`config.mk`:
```
export PLATFORM = sky130hd
export DESIGN_NAME = sram_rr_port_ctrl_flat
export DESIGN_NICKNAME = d
export VERILOG_FILES = /design/src/rtl/sram_rr_port_ctrl_pkg.sv /design/src/rtl/sram_rr_port_ctrl_if.sv /design/src/rtl/sram_rr_arb2.sv /design/src/rtl/sram_rr_port_ctrl.sv /design/src/flat_wrapper.sv
export SDC_FILE = /design/constraint.sdc
export NUM_CORES = 1
export LEC_CHECK = 0
export CAP_MARGIN = 10
export CORE_ASPECT_RATIO = 0.5
export CORE_MARGIN = 4
export CORE_UTILIZATION = 32
export DETAILED_ROUTE_END_ITERATION = 16
export PLACE_DENSITY = 0.78
export SLEW_MARGIN = 10
export SYNTH_ARGS = -nofsm -noshare
export SYNTH_HDL_FRONTEND = slang
export SYNTH_SLANG_ARGS = --single-unit
```
`constraint.sdc`:
```
create_clock -name clk -period 1.3 [get_ports clk]
set_input_delay 0.195 -clock clk [delete_from_list [all_inputs] [get_ports clk]]
set_output_delay 0.195 -clock clk [all_outputs]
set_load 0.05 [all_outputs]
```
`src/rtl/sram_rr_port_ctrl_pkg.sv`:
```
// Shared widths, FSM state and request payload for the two-port SRAM22 access controller.
package sram_rr_port_ctrl_pkg;

    localparam int unsigned DATA_W  = 32;
    localparam int unsigned ADDR_W  = 10;
    localparam int unsigned WMASK_W = 4;
    localparam int unsigned PERF_W  = 16;

    typedef enum logic {
        CLEAR = 1'b0,
        RUN   = 1'b1
    } state_e;

    typedef struct packed {
        logic               we;
        logic [WMASK_W-1:0] wmask;
        logic [ADDR_W-1:0]  addr;
        logic [DATA_W-1:0]  wdata;
    } req_t;

    // Saturating increment for the performance counters.
    function automatic logic [PERF_W-1:0] sat_inc(input logic [PERF_W-1:0] v);
        return (&v) ? v : v + PERF_W'(1);
    endfunction

endpackage

```
`src/rtl/sram_rr_port_ctrl_if.sv`:
```
// One client port of the SRAM controller: valid/ready request in, strobed read response out.
interface sram_rr_port_ctrl_if;
    import sram_rr_port_ctrl_pkg::*;

    logic              req_valid;
    logic              req_ready;
    req_t              req;
    logic              rsp_valid;
    logic [DATA_W-1:0] rsp_rdata;

    modport master (
        output req_valid, req,
        input  req_ready, rsp_valid, rsp_rdata
    );

    modport slave (
        input  req_valid, req,
        output req_ready, rsp_valid, rsp_rdata
    );

endinterface

```
`src/rtl/sram_rr_arb2.sv`:
```
// Two-way round-robin grant logic; last_q holds the most recently granted port.
module sram_rr_arb2 (
    input  logic clk,
    input  logic rst_n,
    input  logic en_i,
    input  logic valid0_i,
    input  logic valid1_i,
    output logic ready0_c_o,
    output logic ready1_c_o,
    output logic grant0_c_o,
    output logic grant1_c_o
);

    logic last_q;

    // Ready depends only on the other port's valid and the pointer.
    always_comb begin
        ready0_c_o = en_i & ~(valid1_i & ~last_q);
        ready1_c_o = en_i & ~(valid0_i &  last_q);
        grant0_c_o = valid0_i & ready0_c_o;
        grant1_c_o = valid1_i & ready1_c_o;
    end

    always_ff @(posedge clk or negedge rst_n) begin
        if (!rst_n) begin
            last_q <= 1'b1;
        end else if (grant0_c_o) begin
            last_q <= 1'b0;
        end else if (grant1_c_o) begin
            last_q <= 1'b1;
        end
    end

endmodule

```
`src/rtl/sram_rr_port_ctrl.sv`:
```
// Round-robin two-client controller for the SRAM22 1024x32 macro with post-reset zero-fill.
// Optional perf counters when SRAM_RR_PORT_CTRL_PERF_EN is defined.
module sram_rr_port_ctrl
    import sram_rr_port_ctrl_pkg::*;
#(
    parameter int unsigned DATA_WIDTH     = DATA_W,
    parameter int unsigned ADDR_WIDTH     = ADDR_W,
    parameter int unsigned WMASK_WIDTH    = WMASK_W,
    parameter bit          CLEAR_ON_RESET = 1'b1
) (
    input  logic                   clk,
    input  logic                   rst_n,
    sram_rr_port_ctrl_if.slave     p0,
    sram_rr_port_ctrl_if.slave     p1,
    output logic                   sram_we,
    output logic [WMASK_WIDTH-1:0] sram_wmask,
    output logic [ADDR_WIDTH-1:0]  sram_addr,
    output logic [DATA_WIDTH-1:0]  sram_din,
    input  logic [DATA_WIDTH-1:0]  sram_dout,
    output logic                   init_done
`ifdef SRAM_RR_PORT_CTRL_PERF_EN
    ,
    output logic [PERF_W-1:0]      perf_grant0,
    output logic [PERF_W-1:0]      perf_grant1,
    output logic [PERF_W-1:0]      perf_conflict
`endif
);

    localparam int unsigned CNT_W = ADDR_WIDTH + 1;

    state_e                 state_q;
    logic [CNT_W-1:0]       clr_cnt_q;
    logic                   init_done_q;
    logic                   we_q;
    logic [WMASK_WIDTH-1:0] wmask_q;
    logic [ADDR_WIDTH-1:0]  addr_q;
    logic [DATA_WIDTH-1:0]  din_q;
    logic                   tag_vld_q;
    logic                   tag_port_q;
    logic                   rsp0_q;
    logic                   rsp1_q;

    logic                   rdy0_c;
    logic                   rdy1_c;
    logic                   grant0_c;
    logic                   grant1_c;
    req_t                   sel_req_c;

    sram_rr_arb2 u_arb (
        .clk        (clk),
        .rst_n      (rst_n),
        .en_i       (init_done_q),
        .valid0_i   (p0.req_valid),
        .valid1_i   (p1.req_valid),
        .ready0_c_o (rdy0_c),
        .ready1_c_o (rdy1_c),
        .grant0_c_o (grant0_c),
        .grant1_c_o (grant1_c)
    );

    assign sel_req_c = grant1_c ? p1.req : p0.req;

    // Sweep / run FSM; the macro pins, response tag and strobes are all registered here.
    always_ff @(posedge clk or negedge rst_n) begin
        if (!rst_n) begin
            state_q     <= CLEAR_ON_RESET ? CLEAR : RUN;
            clr_cnt_q   <= '0;
            init_done_q <= 1'b0;
            we_q        <= 1'b0;
            wmask_q     <= '0;
            addr_q      <= '0;
            din_q       <= '0;
            tag_vld_q   <= 1'b0;
            tag_port_q  <= 1'b0;
            rsp0_q      <= 1'b0;
            rsp1_q      <= 1'b0;
        end else begin
            we_q       <= 1'b0;
            wmask_q    <= '0;
            tag_vld_q  <= (grant0_c & ~p0.req.we) | (grant1_c & ~p1.req.we);
            tag_port_q <= grant1_c;
            rsp0_q     <= tag_vld_q & ~tag_port_q;
            rsp1_q     <= tag_vld_q &  tag_port_q;
            case (state_q)
                CLEAR: begin
                    // Top counter bit set means every word has been written.
                    if (clr_cnt_q[ADDR_WIDTH]) begin
                        state_q     <= RUN;
                        init_done_q <= 1'b1;
                    end else begin
                        we_q      <= 1'b1;
                        wmask_q   <= '1;
                        addr_q    <= clr_cnt_q[ADDR_WIDTH-1:0];
                        din_q     <= '0;
                        clr_cnt_q <= clr_cnt_q + CNT_W'(1);
                    end
                end
                RUN: begin
                    init_done_q <= 1'b1;
                    if (grant0_c | grant1_c) begin
                        we_q    <= sel_req_c.we;
                        wmask_q <= WMASK_WIDTH'(sel_req_c.wmask);
                        addr_q  <= ADDR_WIDTH'(sel_req_c.addr);
                        din_q   <= DATA_WIDTH'(sel_req_c.wdata);
                    end
                end
                default: begin
                    state_q <= CLEAR;
                end
            endcase
        end
    end

    assign sram_we      = we_q;
    assign sram_wmask   = wmask_q;
    assign sram_addr    = addr_q;
    assign sram_din     = din_q;
    assign init_done    = init_done_q;

    assign p0.req_ready = rdy0_c;
    assign p1.req_ready = rdy1_c;
    assign p0.rsp_valid = rsp0_q;
    assign p1.rsp_valid = rsp1_q;
    assign p0.rsp_rdata = DATA_W'(sram_dout);
    assign p1.rsp_rdata = DATA_W'(sram_dout);

`ifdef SRAM_RR_PORT_CTRL_PERF_EN
    logic [PERF_W-1:0] pg0_q;
    logic [PERF_W-1:0] pg1_q;
    logic [PERF_W-1:0] pc_q;

    // Grants are impossible before init_done, so only the conflict count needs the RUN gate.
    always_ff @(posedge clk or negedge rst_n) begin
        if (!rst_n) begin
            pg0_q <= '0;
            pg1_q <= '0;
            pc_q  <= '0;
        end else begin
            if (grant0_c) begin
                pg0_q <= sat_inc(pg0_q);
            end
            if (grant1_c) begin
                pg1_q <= sat_inc(pg1_q);
            end
            if (init_done_q & p0.req_valid & p1.req_valid) begin
                pc_q <= sat_inc(pc_q);
            end
        end
    end

    assign perf_grant0   = pg0_q;
    assign perf_grant1   = pg1_q;
    assign perf_conflict = pc_q;
`endif

endmodule

```
`src/flat_wrapper.sv`:
```
// flat-port wrapper written by rule: the top's interface ports become plain ports
module sram_rr_port_ctrl_flat import sram_rr_port_ctrl_pkg::*;
#(
    parameter int unsigned DATA_WIDTH     = DATA_W,
    parameter int unsigned ADDR_WIDTH     = ADDR_W,
    parameter int unsigned WMASK_WIDTH    = WMASK_W,
    parameter bit          CLEAR_ON_RESET = 1'b1
)
  (clk, rst_n, sram_we, sram_wmask, sram_addr, sram_din, sram_dout, init_done, p0_req_valid, p0_req, p0_req_ready, p0_rsp_valid, p0_rsp_rdata, p1_req_valid, p1_req, p1_req_ready, p1_rsp_valid, p1_rsp_rdata);
  sram_rr_port_ctrl_if p0_i ();
  sram_rr_port_ctrl_if p1_i ();
  input  logic clk;
  input  logic rst_n;
  output logic sram_we;
  output logic [WMASK_WIDTH-1:0] sram_wmask;
  output logic [ADDR_WIDTH-1:0] sram_addr;
  output logic [DATA_WIDTH-1:0] sram_din;
  input  logic [DATA_WIDTH-1:0] sram_dout;
  output logic init_done;
  input wire logic [$bits(p0_i.req_valid)-1:0] p0_req_valid;
  input wire logic [$bits(p0_i.req)-1:0] p0_req;
  output wire logic [$bits(p0_i.req_ready)-1:0] p0_req_ready;
  output wire logic [$bits(p0_i.rsp_valid)-1:0] p0_rsp_valid;
  output wire logic [$bits(p0_i.rsp_rdata)-1:0] p0_rsp_rdata;
  input wire logic [$bits(p1_i.req_valid)-1:0] p1_req_valid;
  input wire logic [$bits(p1_i.req)-1:0] p1_req;
  output wire logic [$bits(p1_i.req_ready)-1:0] p1_req_ready;
  output wire logic [$bits(p1_i.rsp_valid)-1:0] p1_rsp_valid;
  output wire logic [$bits(p1_i.rsp_rdata)-1:0] p1_rsp_rdata;
  assign p0_i.req_valid = p0_req_valid;
  assign p0_i.req = p0_req;
  assign p0_req_ready = p0_i.req_ready;
  assign p0_rsp_valid = p0_i.rsp_valid;
  assign p0_rsp_rdata = p0_i.rsp_rdata;
  assign p1_i.req_valid = p1_req_valid;
  assign p1_i.req = p1_req;
  assign p1_req_ready = p1_i.req_ready;
  assign p1_rsp_valid = p1_i.rsp_valid;
  assign p1_rsp_rdata = p1_i.rsp_rdata;
  sram_rr_port_ctrl #(.DATA_WIDTH(DATA_WIDTH), .ADDR_WIDTH(ADDR_WIDTH), .WMASK_WIDTH(WMASK_WIDTH), .CLEAR_ON_RESET(CLEAR_ON_RESET)) u_core (.clk(clk), .rst_n(rst_n), .p0(p0_i), .p1(p1_i), .sram_we(sram_we), .sram_wmask(sram_wmask), .sram_addr(sram_addr), .sram_din(sram_din), .sram_dout(sram_dout), .init_done(init_done));
endmodule
```
* Word-level counts from Yosys, hierarchy flattened
Cells that the tools add are included.
** Operators by class
- $add $sub $neg :: 1
- Equal/unequal tests :: 3
- Muxes and demuxes :: 20
- Bitwise logic cells :: 20
- Reduce and logical (&&, ||, !) cells :: 3
** Operator list (number)
- $mux W32 :: 2
- $pmux W32 S2 :: 1
- $mux W47 :: 1
- $mux W10 :: 2
- $pmux W10 S2 :: 1
- $add A11 B1 Y11 const B :: 1
- $mux W11 :: 1
- $and A1 B1 Y1 :: 10
- $mux W4 :: 2
- $not A1 Y1 :: 8
- $pmux W4 S2 :: 1
- $mux W1 :: 7
- $ne A2 B2 Y1 const B :: 2
- $pmux W1 S2 :: 2
- $reduce_and A2 Y1 :: 2
- $ne A2 B1 Y1 const B :: 1
- $or A1 B1 Y1 :: 2
- $reduce_bool A2 Y1 :: 1
** Word-level totals
- Register bits after elaboration :: 65
- Bits of input ports :: 130

* Longest topological paths before layout
Gate-level depths: netlist of the first run.
- Depth in word-level cells :: 8
- Depth in mapped cells :: 6
- Depth with buffers taken out :: 5

* Modules after synthesis
A second synthesis of the first run with hierarchy kept.
** Second synthesis, totals
- Cell total of the unflattened synthesis :: 355
- Area total of the unflattened synthesis :: 3587.2 um^2
** By module, submodules not included
- sram_rr_port_ctrl :: instances 1, cells an instance 346, area an instance 3508.4 um^2, seq. area each 1601.5 um^2
- sram_rr_arb2 :: instances 1, cells an instance 9, area an instance 78.8 um^2, seq. area each 26.3 um^2

* Worst setup path before layout of the first run
Ideal clock, no wire load.
- Kind :: register to register
- From :: register u_core.init_done_q, in the netlist u_core.init_done
- To :: register u_core.tag_vld_q
- Data arrival time :: 2.166 ns
- Required time :: 1.222 ns
- Setup slack :: -0.944 ns
- Cell stages (with the launch flop) :: 3
- Cell sequence :: dfrtp_1 -> a21boi_0 -> o2bb2ai_1
** Between the ends
- Cells in the longest elaborated chain, start to end :: 4
** RTL lines
- start: declaration :: RTL line sram_rr_port_ctrl.sv:33 : logic init_done_q;
- start signal: assignment :: RTL line sram_rr_port_ctrl.sv:68 : init_done_q <= 1'b0;
- start signal: assignment :: RTL line sram_rr_port_ctrl.sv:89 : init_done_q <= 1'b1;
- start signal: assignment :: RTL line sram_rr_port_ctrl.sv:99 : init_done_q <= 1'b1;
- $and A1 B1 Y1 :: RTL line sram_rr_arb2.sv:18 : ready0_c_o = en_i & ~(valid1_i & ~last_q);
- via p0_req_ready :: RTL line flat_wrapper.sv:22 : output wire logic [$bits(p0_i.req_ready)-1:0] p0_req_ready;
- $and A1 B1 Y1 :: RTL line sram_rr_arb2.sv:20 : grant0_c_o = valid0_i & ready0_c_o;
- $and A1 B1 Y1 :: RTL line sram_rr_port_ctrl.sv:80 : tag_vld_q <= (grant0_c & ~p0.req.we) | (grant1_c & ~p1.req.we);
- $or A1 B1 Y1 :: RTL line sram_rr_port_ctrl.sv:80
- end signal: assignment :: RTL line sram_rr_port_ctrl.sv:80
- end: declaration :: RTL line sram_rr_port_ctrl.sv:38 : logic tag_vld_q;
The timed path passes the listed nets, and every way through them passes these cells.
A chain may end at the register's enable or synchronous reset.

* Worst setup path after layout of the first run
- From :: register u_core.u_arb.last_q
- To :: output port p0_req_ready
** Between the ends
- Cells in the longest elaborated chain, start to end :: 4
** RTL lines
- start: declaration :: RTL line sram_rr_arb2.sv:14 : logic last_q;
- start signal: assignment :: RTL line sram_rr_arb2.sv:26 : last_q <= 1'b1;
- start signal: assignment :: RTL line sram_rr_arb2.sv:28 : last_q <= 1'b0;
- start signal: assignment :: RTL line sram_rr_arb2.sv:30 : last_q <= 1'b1;
- $not A1 Y1 :: RTL line sram_rr_arb2.sv:18
- $and A1 B1 Y1 :: RTL line sram_rr_arb2.sv:18
- $not A1 Y1 :: RTL line sram_rr_arb2.sv:18
- $and A1 B1 Y1 :: RTL line sram_rr_arb2.sv:18
- end: declaration :: RTL line flat_wrapper.sv:22
No other way between the ends.

==> results of run 1 <==
[routing by layer]
metal,wire length [microns],share of wire,track usage
met5,0,0,0
met4,166,0.016,0.0493
met3,604,0.058,0.0500
met2,5720,0.55,0.317
met1,3960,0.38,0.176
[worst min-delay path by stage]
stage	to	slack (ns)	cells after the start
after CTS	p0_rsp_rdata[17]	0.39	0
after detailed placement	u_core.sram_wmask[3]	0.24	2
after global placement	u_core.sram_wmask[3]	0.24	2
after global routing	p1_rsp_rdata[21]	0.39	0
final	p1_rsp_rdata[24]	0.39	0
after floorplan	u_core.clr_cnt_q[0]	-0.10	0
[cell usage in the layout (no fill, tap or decap), drive strengths merged, types with 3 or more instances in the layout]
cell           count
and3               3
inv                5
nor2b              3
buf               92
mux2i             37
a31oi             10
o22ai             10
xnor2              8
o21ai             37
clkdlybuf4s50     96
nand3             35
nand2             29
clkbuf            10
dfrtp             64
[power groups by stage]
| stage | clock (mW) | combinational (mW) | sequential [mW] |
|---|---|---|---|
| 2_1_floorplan | 0 | 0.573 | 2.06 |
| 3_3_place_gp | 0 | 0.400 | 2.06 |
| 3_5_place_dp | 0 | 0.405 | 2.06 |
| 4_1_cts | 2.69 | 0.416 | 2.02 |
| 5_1_grt | 2.80 | 0.460 | 2.02 |
| 6_report | 2.63 | 0.428 | 2.02 |
[metrics by stage]
| step | area [sq um] | hold slack, ns |
|---|---|---|
| final | 5960 | 0.390 |
| after global routing | 5960 | 0.390 |
| after CTS | 5890 | 0.390 |
| after detailed placement | 5350 | 0.245 |
| after global placement | 5350 | 0.243 |
| after floorplan | 3440 | -0.101 |
[critical path: cells and delay by family (launching register included)]
kind	cells	cell delay, ns
DFF	1	0.56
buffers and inverters	3	0.30
AOI/OAI and AO/OA	1	0.17
[final cells by class]
type | instances | area, sq um
clock inverter | 7 | 103
inverter | 3 | 13.8
timing repair buffer | 190 | 2490
sequential | 65 | 1630
multi-input combinational | 188 | 1330
tap | 140 | 175
clock buffer | 9 | 225
fill | 831 | 4350
[flip-flops by register name (all words and copies together), names as in the netlist, 4 cells and up]
name,cells
u_core.sram_din,32
u_core.clr_cnt_q,11
u_core.sram_addr,10
u_core.sram_wmask,4
[cells by family (layout without fill, tap and decap cells)]
group                      after synthesis  count (layout)  synth area share
buffers and inverters                   86             209             0.175
and+or+nand+nor                         76              76             0.104
AOI/OAI and AO/OA                       65              65             0.111
DFF                                     65              65             0.476
muxes                                   37              37             0.108
xor gates and xnor gates                 9               9            0.0230
adders and majority gates                1               1           0.00365
[what timing repair did]
| action | 4_1_cts | 5_1_grt |
|---|---|---|
| hold buffers | 1 | 0 |
| pin swaps | 5 | 8 |
| setup endpoints to repair | 44 | 55 |
| setup buffers | 7 | 3 |
| hold endpoints to repair | 64 | 0 |
| gates resized for setup | 25 | 29 |
| gates cloned | 3 | 1 |
[synth_stat cells, drive strengths merged]
cell type | number | share of area
and4 | 1 | 0.0026
nand4 | 1 | 0.0018
o211a | 1 | 0.0029
nor2 | 2 | 0.0022
mux2i | 37 | 0.11
clkbuf | 9 | 0.0099
ha | 1 | 0.0037
nor2b | 3 | 0.0055
a31oi | 10 | 0.018
o22ai | 10 | 0.018
nand3 | 35 | 0.051
xor2 | 1 | 0.0026
dfrtp | 64 | 0.47
nand2 | 29 | 0.032
buf | 74 | 0.16
a21o | 1 | 0.0022
and3 | 3 | 0.0055
a21boi | 2 | 0.0044
and2 | 1 | 0.0018
o21ai | 37 | 0.054
a41o | 1 | 0.0029
or3 | 1 | 0.0018
inv | 3 | 0.0033
o2bb2ai | 1 | 0.0026
a21oi | 1 | 0.0015
o211ai | 1 | 0.0037
xnor2 | 8 | 0.020
dfstp | 1 | 0.0077
==> reports/results.txt, run 1 <==
outcome: finished with violations
failing checks: setup timing
WP data arrival: 1.36 ns
largest net degree at the start of global routing: 66
# diodes: 0
Rows: 26
Area growth syn-to-layout: 74.2%
Net Sw Frac: 0.208
Fin. Hold Viols: 0
setup TNS after final layout: -8.74 ns
layout cells sized above 1: 0.292
port bufs: 149
drt drc: 0
Post-Syn Instances: 339
VDD IR max: 0.000671 V
fmax: 644 MHz
initial core utilization: 0.332
fin cells: 602
NetSw: 1.06 mW
CP max FO: 2
CTS H-tree lvls: 3
CTS tree: built
Reg2Reg Depth: 6
die outline width: 154 microns
Setup crit end kind: output pin
Post-Syn Area per Cell: 10.1 sq um
crit-path cells: buf_6, inv_4, a21boi_4, buf_12
die extent in y: 81.1 microns
Clk pwr share: 0.518
Seq/Total Area, Yosys: 0.476
DP HPWL: 7.52 mm
RSZ-0062 raised after global routing: yes
Ys Warns: 0
Tcrit/Tclk final: 1.19
CORE AREA: 10,300 sq um
Comb pwr share: 0.084
GRT Total Usage: 0.164
Initial DRC Count: 97
Int Power: 4.02 mW
Total Power: 5.08 mW
vias in the first global route: 3,156
CTS max path bufs: 2
placed insts: 574
critical path endpoint: p0_req_ready
Final ANT Viol Nets: 0
Die ar.: 12,500 sq um
Post-Syn Nets: 470
Post-Route Utilization: 0.578
first-pass GRT wire length: 16.2 mm
GPL Wtd Cong: 0.776
P_leak: 2.71 nW
final setup fails: 51
r2r endpoint: u_core.sram_din[17]
Layout Nets: 588
per-cell routed wire length: 17.4 microns
Worst-path clk slew: 0.06 ns
pins over their slew limit: 0
Setup CP Type: reg -> out
HP Start: sram_dout[24]
WL final: 10.5 mm
routed vias/inst: 4.87
synthesized flop and latch total: 65
Max Cap Viol: 0
HP Class: in -> out
r2r startpoint: u_core.u_arb.last_q
Clock Skews: 0.00780 ns
final worst path period need: 1.55 ns
min setup slack post-route: -0.253 ns
CTS sink cnt: 65
Critical Path Start Type: flip-flop
grt ovf: 0
Critical-path top delay cell: dfstp_2
num ports: 246
Crit. Startpoint: u_core.u_arb.last_q
PD cells: 852 nW/um^2
flop2flop setup slack: -0.24 ns
Least-Margin Pin Slew: 0.396 ns
via count: 2,933
synth unique cells: 33
Skew-Pair Late Insertion Delay: 0.32 ns
max incr delay on CP: 0.56 ns
Cell Area, Synth: 3420 sq um
pre-CTS WS: -0.328 ns
CTS Root Cell: clkbuf_16
Flop pwr share: 0.398
max_slew headroom: 0.736
total CTS buffers: 9
initial antenna violation count: 0
DRT Pass-1 Iters: 4
Required @ worst endpoint: 1.11 ns
(Power assumes the default switching activity.)
==> inputs of run 2 (changes only) <==
--- a/config.mk
+++ b/config.mk
@@ -11,6 +11,7 @@
 export CORE_UTILIZATION = 32
 export DETAILED_ROUTE_END_ITERATION = 16
 export PLACE_DENSITY = 0.78
+export SKIP_LAST_GASP = 1
 export SLEW_MARGIN = 10
 export SYNTH_ARGS = -nofsm -noshare
 export SYNTH_HDL_FRONTEND = slang
==> run 2 against run 1 <==
Against the previous run:
- the flow still finishes with violations (setup timing)
- sequential share of layout area hardly changed
- via count is 0.58% lower
- power hardly changed
- register-to-register slack hardly changed
- final area hardly changed
- critical endpoint unchanged
==> reports/results.txt, run 2 (synthesis results as in run 1) <==
flop2flop setup slack: -0.24 ns
Fin. Hold Viols: 0
failing checks: setup timing
Worst-path clk slew: 0.06 ns
CTS Root Cell: clkbuf_16
Comb pwr share: 0.084
Placed Instance Area: 5350 sq um
NetSw: 1.06 mW
initial antenna violation count: 0
outcome: finished with violations
Critical-path top delay cell: dfstp_2
min setup slack post-route: -0.253 ns
num ports: 246
Required @ worst endpoint: 1.11 ns
commonest non-fill, non-tap cell in the layout: clkdlybuf4s50_1
WHS Endpoint: p1_rsp_rdata[24]
initial core utilization: 0.332
GPL Wtd Cong: 0.776
port bufs: 149
final worst path period need: 1.55 ns
Total Power: 5.08 mW
Final ANT Viol Nets: 0
vias in the first global route: 3,156
Setup crit end kind: output pin
Net Sw Frac: 0.209
final instance area: 5960 sq um
PD cells: 853 nW/um^2
Area growth syn-to-layout: 74.1%
die extent in y: 81.1 microns
Critical Path Start Type: flip-flop
pins over their slew limit: 0
CTS H-tree lvls: 3
CTS max path bufs: 2
max FFs per register: 32
HP Start: sram_dout[24]
Int Power: 4.02 mW
WP data arrival: 1.36 ns
fmax: 644 MHz
DP HPWL: 7.52 mm
CTS sink cnt: 65
WL final: 10.5 mm
r2r startpoint: u_core.u_arb.last_q
pre-CTS WS: -0.328 ns
CTS tree: built
Die ar.: 12,500 sq um
final hold slack: 0.390 ns
total CTS buffers: 9
Clk pwr share: 0.518
crit-path cells: buf_6, inv_4, a21boi_4, buf_12
Max Cap Viol: 0
Tcrit/Tclk final: 1.19
Skew-Pair Late Insertion Delay: 0.32 ns
CP max FO: 2
Clock Skews: 0.00789 ns
RSZ-0062 raised after global routing: yes
layout cells sized above 1: 0.290
grt ovf: 0
first-pass GRT wire length: 16.2 mm
final setup fails: 51
die outline width: 154 microns
# diodes: 0
CORE AREA: 10,300 sq um
max incr delay on CP: 0.56 ns
GRT Total Usage: 0.164
Layout Nets: 588
r2r endpoint: u_core.sram_din[16]
drt drc: 0
largest net degree at the start of global routing: 66
WHS Path Cells: 0
per-cell routed wire length: 17.4 microns
routed vias/inst: 4.84
Initial DRC Count: 104
Flop pwr share: 0.398
Setup CP Type: reg -> out
setup TNS after final layout: -8.80 ns
Reg2Reg Depth: 6
HP Class: in -> out
via count: 2,916
Rows: 26
Least-Margin Pin Slew: 0.407 ns
DRT Pass-1 Iters: 6
P_leak: 2.71 nW
VDD IR max: 0.000671 V
most frequent cells in the layout: clkdlybuf4s50_1, dfrtp_1, buf_12
max_slew headroom: 0.729
run 2: cell count changes in the layout (fill, tap and decap cells not counted):
cell	change
mux2i_1	+1
o21ai_0	+3
o21ai_1	-3
mux2i_2	-1
run 2: worst max-delay path by stage:
stage,slack [ns],to,cells after the start,from
2_1_floorplan,-0.14,u_core.sram_din[16],6,u_core.init_done
3_5_place_dp,-0.33,u_core.sram_din[9],6,p1_req_valid
3_3_place_gp,-0.29,u_core.sram_din[17],6,p1_req_valid
4_1_cts,-0.27,p0_req_ready,4,u_core.u_arb.last_q
5_1_grt,-0.30,p0_req_ready,4,u_core.u_arb.last_q
6_report,-0.25,p0_req_ready,4,u_core.u_arb.last_q
run 2: cell type report:
class / count / area [sq um]
fill: 831 / 4350
timing repair buffer: 190 / 2490
sequential: 65 / 1630
multi-input combinational: 188 / 1320
clock buffer: 9 / 225
tap: 140 / 175
clock inverter: 7 / 103
inverter: 3 / 13.8
run 2: repair_timing:
| action | in CTS | in global routing |
|---|---|---|
| setup endpoints to repair | 44 | 55 |
| pin swaps | 5 | 8 |
| endpoints found under the hold margin | 64 | 0 |
| gates resized for setup | 21 | 29 |
| buffers inserted | 7 | 3 |
| cloned | 3 | 1 |
| hold buffers | 1 | 0 |
run 2: power by group through the flow:
| stage | clock network (mW) | logic (mW) | registers [mW] |
|---|---|---|---|
| 6_report | 2.63 | 0.427 | 2.02 |
| 3_5_place_dp | 0 | 0.405 | 2.06 |
| 3_3_place_gp | 0 | 0.400 | 2.06 |
| 2_1_floorplan | 0 | 0.573 | 2.06 |
| 4_1_cts | 2.69 | 0.415 | 2.02 |
| 5_1_grt | 2.80 | 0.458 | 2.02 |
run 2: per-stage QoR:
stage                      util  cells
after global placement    0.519    574
after CTS                 0.571    601
after detailed placement  0.519    574
final                     0.578    602
after floorplan               -    339
after global routing      0.578    602
run 2: layer usage:
| layer | global-route usage | wire length, microns | vias to the layer above |
|---|---|---|---|
| li1 | - | - | 1360 |
| met1 | 0.176 | 3990 | 1428 |
| met2 | 0.317 | 5760 | 108 |
| met3 | 0.0500 | 578 | 20 |
| met4 | 0.0493 | 161 | 0 |
| met5 | 0 | 0 | - |
run 2: critical path: cells and delay by family (launching register included):
kind,cells,cell delay [ns]
flip-flops,1,0.56
AO/OA/AOI/OAI,1,0.17
buffers and inverters,3,0.30
